==> src/rtl/switch_debouncer.sv <==
// Switch debouncer: 2-flop synchronizers, shared sample-tick prescaler, per-bit
// stability counters, edge pulses and a valid/ready change-event register.

module switch_debounce_lane #(
    parameter int STABLE_TICKS = 4,
    parameter int CNT_W        = 3
) (
    input  logic board_clk,
    input  logic board_rst_n,
    input  logic tick,
    input  logic level,
    output logic stable,
    output logic rise,
    output logic fall,
    output logic update
);
    localparam logic [CNT_W-1:0] LIMIT = CNT_W'(STABLE_TICKS);

    logic [CNT_W-1:0] cnt;
    logic [CNT_W-1:0] cnt_inc;

    assign cnt_inc = cnt + CNT_W'(1);
    assign update  = (level != stable) && tick && (cnt_inc == LIMIT);

    // The counter tops out at LIMIT-1; reaching LIMIT is the accept, so it never wraps.
    always_ff @(posedge board_clk or negedge board_rst_n) begin
        if (!board_rst_n) begin
            cnt    <= '0;
            stable <= 1'b0;
            rise   <= 1'b0;
            fall   <= 1'b0;
        end else begin
            rise <= update & level;
            fall <= update & ~level;
            if (level == stable) begin
                cnt <= '0;
            end else if (tick) begin
                if (update) begin
                    stable <= level;
                    cnt    <= '0;
                end else begin
                    cnt <= cnt_inc;
                end
            end
        end
    end
endmodule

module switch_debouncer #(
    parameter int WIDTH        = 4,
    parameter int TICK_BITS    = 12,
    parameter int STABLE_TICKS = 4
) (
    input  logic             board_clk,
    input  logic             board_rst_n,
    input  logic [WIDTH-1:0] switches,
    output logic [WIDTH-1:0] sw_stable,
    output logic [WIDTH-1:0] sw_rise,
    output logic [WIDTH-1:0] sw_fall,
    output logic             evt_valid,
    input  logic             evt_ready,
    output logic [WIDTH-1:0] evt_mask,
    output logic [WIDTH-1:0] evt_state
);
    localparam int CNT_W = $clog2(STABLE_TICKS + 1);

    logic [WIDTH-1:0]     sync_q1;
    logic [WIDTH-1:0]     sync_q2;
    logic [TICK_BITS-1:0] presc;
    logic                 tick;
    logic [WIDTH-1:0]     chg;

    always_ff @(posedge board_clk or negedge board_rst_n) begin
        if (!board_rst_n) begin
            sync_q1 <= '0;
            sync_q2 <= '0;
            presc   <= '0;
        end else begin
            sync_q1 <= switches;
            sync_q2 <= sync_q1;
            presc   <= presc + TICK_BITS'(1);
        end
    end

    assign tick = &presc;

    genvar i;
    generate
        for (i = 0; i < WIDTH; i++) begin : g_lane
            switch_debounce_lane #(
                .STABLE_TICKS(STABLE_TICKS),
                .CNT_W       (CNT_W)
            ) u_lane (
                .board_clk  (board_clk),
                .board_rst_n(board_rst_n),
                .tick       (tick),
                .level      (sync_q2[i]),
                .stable     (sw_stable[i]),
                .rise       (sw_rise[i]),
                .fall       (sw_fall[i]),
                .update     (chg[i])
            );
        end
    endgenerate

    // A handshake in the same cycle as fresh changes re-arms with only the fresh bits.
    always_ff @(posedge board_clk or negedge board_rst_n) begin
        if (!board_rst_n) begin
            evt_valid <= 1'b0;
            evt_mask  <= '0;
        end else if (!evt_valid) begin
            if (chg != '0) begin
                evt_valid <= 1'b1;
                evt_mask  <= chg;
            end
        end else if (evt_ready) begin
            if (chg != '0) begin
                evt_mask <= chg;
            end else begin
                evt_valid <= 1'b0;
                evt_mask  <= '0;
            end
        end else begin
            evt_mask <= evt_mask | chg;
        end
    end

    assign evt_state = sw_stable;
endmodule

==> config.mk <==
export PLATFORM = sky130hd
export DESIGN_NAME = switch_debouncer
export DESIGN_NICKNAME = d
export VERILOG_FILES = /design/src/rtl/switch_debouncer.sv
export SDC_FILE = /design/constraint.sdc
export NUM_CORES = 1
export LEC_CHECK = 0
export CAP_MARGIN = 20
export CELL_PAD_IN_SITES_DETAIL_PLACEMENT = 0
export CELL_PAD_IN_SITES_GLOBAL_PLACEMENT = 1
export CORE_UTILIZATION = 25
export DETAILED_ROUTE_END_ITERATION = 8
export GPL_ROUTABILITY_DRIVEN = 0
export PLACE_DENSITY_LB_ADDON = 0.1
export SLEW_MARGIN = 20
export SYNTH_ARGS = -nofsm -noshare
export SYNTH_HDL_FRONTEND = slang
export SYNTH_SLANG_ARGS = --single-unit
==> constraint.sdc <==
create_clock -name board_clk -period 1.95 [get_ports board_clk]
set_clock_uncertainty 0.05 [all_clocks]
set_input_delay 0.4875 -clock board_clk [delete_from_list [all_inputs] [get_ports board_clk]]
set_output_delay 0.4875 -clock board_clk [all_outputs]
set_load 0.1 [all_outputs]
==> flow_summary.ini, run 1 <==
[outcome]
status = complete, no violations

[cts]
clk_pin_slew_worst_paths_ps = 90
postCtsSetupBuffers = 0
ctsLongestPathBuffers = 2
cts_root_buffer = clkbuf_8
cts_sinks = 49
cts-htree-levels = 2
cts-resized-gates = 0
cts_buffers = 5
cts_tree = done
clock_latency_ps = 300
hold_buffers = 0

[logic_synthesis]
synth_nets = 201
avgSynthCellArea_sq_um = 12.0
ys.warnings.count = 0
async_flop_share = 1.00
yosys.area.top_type = dfrtp_1
synth-seq-cells = 49
netlist_instances = 185
synth_edf_count = 0
yosysMostFrequentCell = dfrtp_1
ys_types = 27
ys_seq_area_frac = 0.551
synth_top_area_frac = 0.551
ys_top_cells_by_area = dfrtp_1 (55%), buf_4 (5.7%), xnor2_1 (5.1%), ha_1 (5.1%), nor3b_2 (4.5%)
synthFlopType = dfrtp_1
synth_common_cells = dfrtp_1 (49), nand2_1 (20), buf_4 (17)
synth_area_sq_um = 2230

[cells_and_area]
seq_area_sq_um = 1230
final_util = 0.337
final_nets = 231
syn2layout_area_growth_pct = 31.3
multi_input_area_sq_um = 817
diodes = 0
fillers = 856
final_area_sq_um = 2920
drive_gt1_frac = 0.296

[placement]
place_area_sq_um = 2840
hpwlAfterDp_um = 2910
io_buffers = 27

[die]
core-area_sq_um = 8680
num_io_pins = 28
initial_core_util = 0.257
dieArea_sq_um = 9290
die_h_um = 96.4
rows = 34
die_w_um = 96.4

[routing]
drt-total-wl_um = 4170
vias_per_cell = 4.23
vias = 1369
wl_per_cell_um = 12.9
ant_nets = 0
drtIter0Drc = 52
drc = 0
drt_first_pass_iters = 4

[sta]
post-route-min-period_ps = 1810
worst_pin_slew_ps = 498
grt_setup_unrepaired = false
hold_viol = 0
slew_viol_final = 0
finalSetupViolCount = 0
fmax_mhz = 553
max_slew_margin = 0.666
fin_setup_tns_ps = 0
post-route-period-util = 0.927

[global_route]
grt_max_degree = 50
grt.overflow.total = 0
grt_pass1_vias = 1440
antenna_found_initial = 0
grt_pass1_wl_um = 7020
grt.total_usage = 0.102

[power_and_ir_drop]
switching_share = 0.245
p_int_mw = 1.33
vdd_ir_drop_max_v = 0.000260
comb_power_share = 0.075
clkPwrFrac = 0.331
power_density_nw_per_um2 = 601
p_leak_nw = 1.32
pwr-share-seq = 0.594
power_switching_uw = 431

[critical_path]
worst_setup_path_start_kind = register
crit_type = register to register
crit_arrival_ps = 1940
end_kind = register
path_max_fanout = 14
worstPathRequired_ps = 2080

[job]
drv_cap = 0

[hold_path]
worstHoldPathType = input port to asynchronous set/reset pin
-- placed cells by master (no fill, tap or decap), types with 5 or more instances in the layout --
cell and count:
inv_1 10, buf_12 24, buf_4 12, clkbuf_8 5, ha_1 9, or3_1 6
nand2_1 20, a21oi_1 10, nand3_1 11, clkdlybuf4s50_1 5, nor3b_2 8, dfrtp_1 49
xnor2_1 13
-- metal layers --
metal,up-vias,share of wire,wire (um),GRT usage
met5,-,0,0,0
met4,0,0.020,83,0.0417
met3,8,0.027,112,0.0305
met2,17,0.50,2080,0.169
met1,681,0.45,1900,0.125
li1,663,-,-,-
-- power by group through the flow --
stage / Combinational [mW] / Sequential [mW] / Clock, mW
global placement: 0.134 / 1.06 / 0
global route: 0.143 / 1.05 / 0.661
finish: 0.132 / 1.04 / 0.582
floorplan: 0.0142 / 1.11 / 0
CTS: 0.136 / 1.04 / 0.624
detailed placement: 0.136 / 1.07 / 0
-- final timing paths --
path | endpoint | slack, ps | cells after the start | start
worst max-delay path | g_lane[0].u_lane.stable$_DFFE_PN0P_ | 140 | 6 | presc[0]$_DFF_PN0_
worst min-delay path | g_lane[3].u_lane.rise$_DFF_PN0_ | 100 | 2 | board_rst_n
worst max register to register | g_lane[0].u_lane.stable$_DFFE_PN0P_ | 140 | 6 | presc[0]$_DFF_PN0_
worst min register to register | sync_q2[2]$_DFF_PN0_ | 310 | 0 | sync_q1[2]$_DFF_PN0_
max in group asynchronous | g_lane[0].u_lane.fall$_DFF_PN0_ | 1480 | 2 | board_rst_n
min in group board_clk | sync_q2[2]$_DFF_PN0_ | 310 | 0 | sync_q1[2]$_DFF_PN0_
-- layout make-up --
cell class                 count  area share
sequential                    49       0.419
multi-input combinational    107       0.279
timing repair buffer          42       0.214
tap                          108      0.0462
clock buffer                   6      0.0248
inverter                      10      0.0128
clock inverter                 2     0.00342
-- per-stage QoR --
step	std cells	setup WS, ps	power (mW)	hold WS, ps
5_1_grt	324	40.3	1.85	125
3_5_place_dp	316	139	1.20	287
3_3_place_gp	316	174	1.20	283
2_1_floorplan	185	284	1.12	142
6_report	324	143	1.76	102
4_1_cts	324	120	1.80	118
-- kinds of logic (layout without fill, tap and decap cells) --
kind of cell               Yosys count  in the layout  synth area share
xor gates and xnor gates            16             16            0.0629
muxes                                4              4            0.0270
and+or+nand+nor                     59             59             0.174
buffers and inverters               29             60            0.0826
DFF                                 49             49             0.551
adders and majority gates            9              9            0.0506
AOI/OAI and AO/OA                   19             19            0.0528
-- worst max-delay path, cell delays in order (launching register included) --
cell and delay (ps):
dfrtp_1 390, ha_1 180, and4_4 250, and4_1 240
buf_12 170, nand3_1 110, mux2_4 300
-- flip-flops by register name, indices dropped and copies added, names as in the netlist --
name,flops
evt_valid,1
g_lane.u_lane.stable,4
sync_q1,4
g_lane.u_lane.cnt,12
g_lane.u_lane.fall,4
evt_mask,4
sync_q2,4
g_lane.u_lane.rise,4
presc,12
Note: power is estimated with default switching activity, not from simulation.
==> inputs of run 2 (changes only) <==
--- a/config.mk
+++ b/config.mk
@@ -12,6 +12,7 @@
 export DETAILED_ROUTE_END_ITERATION = 8
 export GPL_ROUTABILITY_DRIVEN = 0
 export PLACE_DENSITY_LB_ADDON = 0.1
+export SKIP_CTS_REPAIR_TIMING = 1
 export SLEW_MARGIN = 20
 export SYNTH_ARGS = -nofsm -noshare
 export SYNTH_HDL_FRONTEND = slang
==> results of run 2 <==
Final layout, timing and power as in run 1 (identical DEF).
